===== src/rtl/gcm_stream_tx.sv =====
// rtl/gcm_stream_tx.sv - serializes KEY, IV, AAD, PT and a generated LEN block onto the GCM core din port
module gcm_stream_tx #(
    parameter int DATA_W = 32,
    parameter int BLK_W  = 128,
    parameter int CNT_W  = 8,
    parameter int GAP    = 0
) (
    input  logic              clk,
    input  logic              reset,
    input  logic              job_start,
    input  logic              job_mode,
    input  logic [CNT_W-1:0]  job_aad_blks,
    input  logic [CNT_W-1:0]  job_pt_blks,
    output logic              job_busy,
    output logic              job_done,
    input  logic [BLK_W-1:0]  blk_data,
    input  logic              blk_valid,
    output logic              blk_ready,
    output logic              En_Trig_in,
    output logic              Mod_in,
    output logic [DATA_W-1:0] din,
    output logic              din_dv
);
    localparam int WPB  = BLK_W / DATA_W;
    localparam int WC_W = (WPB > 1) ? $clog2(WPB) : 1;
    localparam int GC_W = 16;
    localparam logic [WC_W-1:0] WORD_LAST = WC_W'(WPB - 1);
    localparam logic [GC_W-1:0] GAP_LAST  = GC_W'((GAP > 0) ? GAP - 1 : 0);

    typedef enum logic [2:0] {
        S_IDLE, S_TRIG, S_KEY, S_IV, S_AAD, S_PT, S_LEN, S_DONE
    } state_t;

    typedef enum logic [1:0] {
        P_LOAD, P_SHIFT, P_GAP
    } phase_t;

    state_t            r_state, w_state_nxt;
    phase_t            r_phase, w_phase_nxt;
    logic              r_mode;
    logic [CNT_W-1:0]  r_aad_n;
    logic [CNT_W-1:0]  r_pt_n;
    logic [CNT_W-1:0]  r_blk;
    logic [BLK_W-1:0]  r_shift;
    logic [WC_W-1:0]   r_word;
    logic [GC_W-1:0]   r_gap;

    logic              w_blk_done;
    logic              w_load_len;
    logic              w_hs;
    logic              w_in_blk;
    logic [127:0]      w_len_blk128;
    logic [BLK_W-1:0]  w_len_blk;

    // GHASH length block: AAD and payload bit lengths in two 64-bit fields
    assign w_len_blk128 = {64'(r_aad_n) << 7, 64'(r_pt_n) << 7};
    assign w_len_blk    = BLK_W'(w_len_blk128);

    assign w_in_blk   = (r_state == S_KEY) || (r_state == S_IV) ||
                        (r_state == S_AAD) || (r_state == S_PT);
    assign blk_ready  = w_in_blk && (r_phase == P_LOAD);
    assign w_hs       = blk_ready && blk_valid;
    assign din_dv     = (w_in_blk || (r_state == S_LEN)) && (r_phase == P_SHIFT);
    assign din        = din_dv ? r_shift[BLK_W-1 -: DATA_W] : '0;
    assign job_busy   = (r_state != S_IDLE);
    assign job_done   = (r_state == S_DONE);
    assign En_Trig_in = (r_state == S_TRIG);
    assign Mod_in     = r_mode;

    always_ff @(posedge clk or negedge reset) begin
        if (!reset) begin
            r_state <= S_IDLE;
            r_phase <= P_LOAD;
        end else begin
            r_state <= w_state_nxt;
            r_phase <= w_phase_nxt;
        end
    end

    always_comb begin
        w_state_nxt = r_state;
        w_phase_nxt = r_phase;
        w_blk_done  = 1'b0;
        w_load_len  = 1'b0;
        case (r_state)
            S_IDLE: begin
                if (job_start) begin
                    w_state_nxt = S_TRIG;
                end
            end
            S_TRIG: begin
                w_state_nxt = S_KEY;
                w_phase_nxt = P_LOAD;
            end
            S_DONE: begin
                w_state_nxt = S_IDLE;
            end
            default: begin
                case (r_phase)
                    P_LOAD: begin
                        if (blk_valid) begin
                            w_phase_nxt = P_SHIFT;
                        end
                    end
                    P_SHIFT: begin
                        if (r_word == WORD_LAST) begin
                            if (GAP == 0) begin
                                w_blk_done = 1'b1;
                            end else begin
                                w_phase_nxt = P_GAP;
                            end
                        end
                    end
                    default: begin
                        if (r_gap == GAP_LAST) begin
                            w_blk_done = 1'b1;
                        end
                    end
                endcase
                if (w_blk_done) begin
                    w_phase_nxt = P_LOAD;
                    case (r_state)
                        S_KEY: w_state_nxt = S_IV;
                        S_IV: begin
                            if (r_aad_n != '0) begin
                                w_state_nxt = S_AAD;
                            end else if (r_pt_n != '0) begin
                                w_state_nxt = S_PT;
                            end else begin
                                w_state_nxt = S_LEN;
                            end
                        end
                        S_AAD: begin
                            if (r_blk == r_aad_n - CNT_W'(1)) begin
                                w_state_nxt = (r_pt_n != '0) ? S_PT : S_LEN;
                            end
                        end
                        S_PT: begin
                            if (r_blk == r_pt_n - CNT_W'(1)) begin
                                w_state_nxt = S_LEN;
                            end
                        end
                        default: w_state_nxt = S_DONE;
                    endcase
                end
            end
        endcase
        // LEN has no upstream handshake: load the generated block and start shifting at once
        if ((w_state_nxt == S_LEN) && (r_state != S_LEN)) begin
            w_load_len  = 1'b1;
            w_phase_nxt = P_SHIFT;
        end
    end

    always_ff @(posedge clk or negedge reset) begin
        if (!reset) begin
            r_mode  <= 1'b0;
            r_aad_n <= '0;
            r_pt_n  <= '0;
            r_blk   <= '0;
            r_shift <= '0;
            r_word  <= '0;
            r_gap   <= '0;
        end else begin
            if ((r_state == S_IDLE) && job_start) begin
                r_mode  <= job_mode;
                r_aad_n <= job_aad_blks;
                r_pt_n  <= job_pt_blks;
                r_blk   <= '0;
            end
            if (w_load_len) begin
                r_shift <= w_len_blk;
                r_word  <= '0;
            end else if (w_hs) begin
                r_shift <= blk_data;
                r_word  <= '0;
            end else if (din_dv) begin
                r_shift <= r_shift << DATA_W;
                r_word  <= (r_word == WORD_LAST) ? '0 : r_word + WC_W'(1);
            end
            if (r_phase == P_GAP) begin
                r_gap <= (r_gap == GAP_LAST) ? '0 : r_gap + GC_W'(1);
            end
            if (w_blk_done) begin
                r_blk <= (w_state_nxt == r_state) ? r_blk + CNT_W'(1) : '0;
            end
        end
    end

endmodule

===== config.mk =====
export PLATFORM = sky130hd
export DESIGN_NAME = gcm_stream_tx
export DESIGN_NICKNAME = d
export VERILOG_FILES = /design/src/rtl/gcm_stream_tx.sv
export SDC_FILE = /design/constraint.sdc
export NUM_CORES = 1
export LEC_CHECK = 0
export BUFFER_PORTS_ARGS = -buffer_cell sky130_fd_sc_hd__buf_2
export CORE_AREA = 4 4 168 170
export CTS_CLUSTER_DIAMETER = 50
export DETAILED_ROUTE_END_ITERATION = 8
export DIE_AREA = 0 0 172 174
export HOLD_SLACK_MARGIN = 0.12
export PLACE_DENSITY = 0.58
export SLEW_MARGIN = 20
export SYNTH_ARGS = -nofsm -noshare
export SYNTH_HDL_FRONTEND = slang
export SYNTH_SLANG_ARGS = --single-unit
export TNS_END_PERCENT = 30

===== constraint.sdc =====
create_clock -name clk -period 8.17 [get_ports clk]
set_input_delay 0.817 -clock clk [delete_from_list [all_inputs] [get_ports clk]]
set_output_delay 0.817 -clock clk [all_outputs]
set_load 0.02 [all_outputs]

==> results.toml <==
[yosys]
async_reset_ff_share_pct = 100
yosysUniqueCellTypes = 56
synth_top_cell_area_share_pct = 50.2
synth.most_common_cell = "nand2_1"
synth_edf_count = 0
yosys.area.top_type = "dfrtp_1"
synth_fp_nets = 1037
ys_warn_count = 0
synth.area.top_cells = "dfrtp_1 50%, nand2_1 8.4%, a22oi_1 8.3%"
synth_commonest_cells = "178 x nand2_1, 159 x dfrtp_1, 97 x o21ai_0, 88 x a22oi_1, 55 x clkbuf_1"
synthFlopType = "dfrtp_1"
synth.ff_latch_count = 159
synth_area_per_cell_um2 = 8.98
synth_area_mm2 = 0.00793
syn_inst = 883
seq_area_frac_synth_pct = 50.2

[place]
place_ws_ps = 4020
gp_congestion = 0.878
portBuffers = 186
dpl.hpwl_um = 16600

[timing]
worst_pin_slew_ps = 1040
rsz0062_at_grt = "no"
report.final.slew_viol_count = 0
setup_viol = 0
finalWorstSetupSlack_ps = 3780
slew_headroom_pct = 30.5
fmax_mhz = 228
fin_crit_ps = 4390
hold_viol_final = 0
fin_setup_tns_ps = 0
post-route-period-util_pct = 53.8
skew_ps = 14.2

[setup_path]
r2r-end = "r_shift[109]$_DFFE_PN0P_"
worst-setup-path-type = "reg -> out"
slowest_delay_ps = 690
cp-start-kind = "flop"
critical_path_required_ps = 7350
ff2ff_path_depth = 10
regToRegStartpoint = "r_aad_n[0]$_DFFE_PN0P_"
worstPathArrival_ps = 3580
crit_chain = "nand3_1 > nand3_1 > buf_4 > clkinv_2 > buf_4 > and2_1 > buf_2"
cp_max_fo = 78
cp-end-kind = "primary output"
reg2reg_slack_ps = 3990
slowest_stage = "clkinv_2"

[clock_network]
ctsResizeCount = 0
clkTransAtPathRegs_ps = 70
cts_setup_buffers = 0
postCtsHoldBufs = 0
clockRootBuffer = "clkbuf_16"
cts_max_level = 4
clockBufferDepth = 2
cts_buffers = 17
clk_latency_ps = 440
cts_tree = "built"
cts.sinks = 159

[global_route]
antenna_found_initial = 1
grt_pass1_wl_um = 37900
overflow = 0
grt_max_degree = 99
grt_pass1_vias = 6732
grt_usage_pct = 16.0

[die]
core-area_mm2 = 0.0267
die_w_um = 172
start_util_pct = 29.7
num_io_pins = 187
dieArea_mm2 = 0.0299
die_h_um = 174
placementRows = 60

[power]
leakage_nw = 4.41
irDropWorstVdd_uv = 180
pwr_density_cell_mw_per_mm2 = 385
total_power_mw = 3.71

[layout]
area.growth.synth_to_final_pct = 21.5
utilization_pct = 36.1
layout-drive-gt1-share_pct = 24.2
fillCellCount = 2802
fin_nets = 1176

[route]
drt_iter0_markers = 521
drc = 0
vias = 6871
wl_per_cell_um = 17.7
final_antenna_net_count = 0
drt_wl_total_um = 24300
routed_via_density = 4.99
firstDrtPassIters = 5

[job]
cap_violations = 0

[status]
status = "finished clean"

[hold_path]
hp-class = "in -> async"
==> final cells by class <==
class / count / area [µm²] / area share, %
Multi-Input combinational cell: 642 / 3600 / 37.3
Antenna cell: 1 / 2.50 / 0.0260
Tap cell: 341 / 427 / 4.43
Inverter: 10 / 38.8 / 0.402
Timing Repair Buffer: 192 / 982 / 10.2
Clock inverter: 15 / 188 / 1.95
Sequential cell: 159 / 3980 / 41.3
Clock buffer: 17 / 425 / 4.41
==> worst max-delay path: cells and delay by family (launching register included) <==
| kind | cells | cell delay [ps] |
|---|---|---|
| DFF | 1 | 600 |
| and+or+nand+nor | 3 | 660 |
| buffers and inverters | 4 | 1810 |
==> where the power goes <==
group | internal, mW | switching (mW)
Combinational | 0.544 | 0.997
Sequential | 1.10 | 0.252
Clock | 0.418 | 0.404
Total | 2.06 | 1.65
==> cells in the final DEF (no fill, tap or decap), drive strengths merged, types with 5 or more instances in the layout <==
cell and n:
nand2 178, nor2 35, nand2b 7, nand3 48, dfrtp 159, a21oi 27
mux2 13, a22oi 88, nor2b 5, xor2 9, inv 17, o21ai 116
and2 37, xnor2 12, clkinv 7, nor4 8, ha 5, a211oi 7
buf 192, clkbuf 17, nor3 10
==> worst max path at each step <==
| stage | from | to | slack [ps] | cells after the start |
|---|---|---|---|---|
| after global routing | r_state[0]$_DFF_PN0_ | din[13] | 3530 | 7 |
| after floorplan | r_aad_n[0]$_DFFE_PN0P_ | r_shift[46]$_DFFE_PN0P_ | 5250 | 14 |
| after detailed placement | r_aad_n[0]$_DFFE_PN0P_ | r_shift[109]$_DFFE_PN0P_ | 4020 | 10 |
| after global placement | r_aad_n[0]$_DFFE_PN0P_ | r_shift[122]$_DFFE_PN0P_ | 4160 | 10 |
| after CTS | r_state[1]$_DFF_PN0_ | din[27] | 3760 | 7 |
| final | r_state[0]$_DFF_PN0_ | din[13] | 3780 | 7 |
==> registers in the layout, summed over array words and instances (netlist names) <==
name / count
r_phase: 1
r_blk: 8
r_state: 3
r_shift: 128
r_pt_n: 8
r_aad_n: 8
Mod_in: 1
r_word: 2
==> cell families after synthesis <==
family	after synthesis	synth area share (%)
and+or+nand+nor	344	20.1
buffers and inverters	82	4.59
AOI/OAI and AO/OA	259	20.2
adders and majority gates	5	0.789
muxes	13	1.85
DFF	159	50.2
xor gates and xnor gates	21	2.32
==> through the flow <==
step,area (µm²),instances,hold WS (ps)
detailed placement,9020,1344,463
floorplan,7930,883,442
CTS,9640,1376,479
global route,9640,1377,495
global placement,9020,1344,456
finish,9640,1377,454
==> routing by layer <==
| metal | track usage (%) | up-vias | share of wire (%) |
|---|---|---|---|
| li1 | - | 3373 | - |
| met2 | 23.3 | 205 | 44 |
| met3 | 3.05 | 19 | 5.0 |
| met4 | 3.87 | 0 | 1.3 |
| met1 | 24.4 | 3274 | 50 |
| met5 | 0 | - | 0 |
No activity file was read; power rests on OpenSTA's default activity.
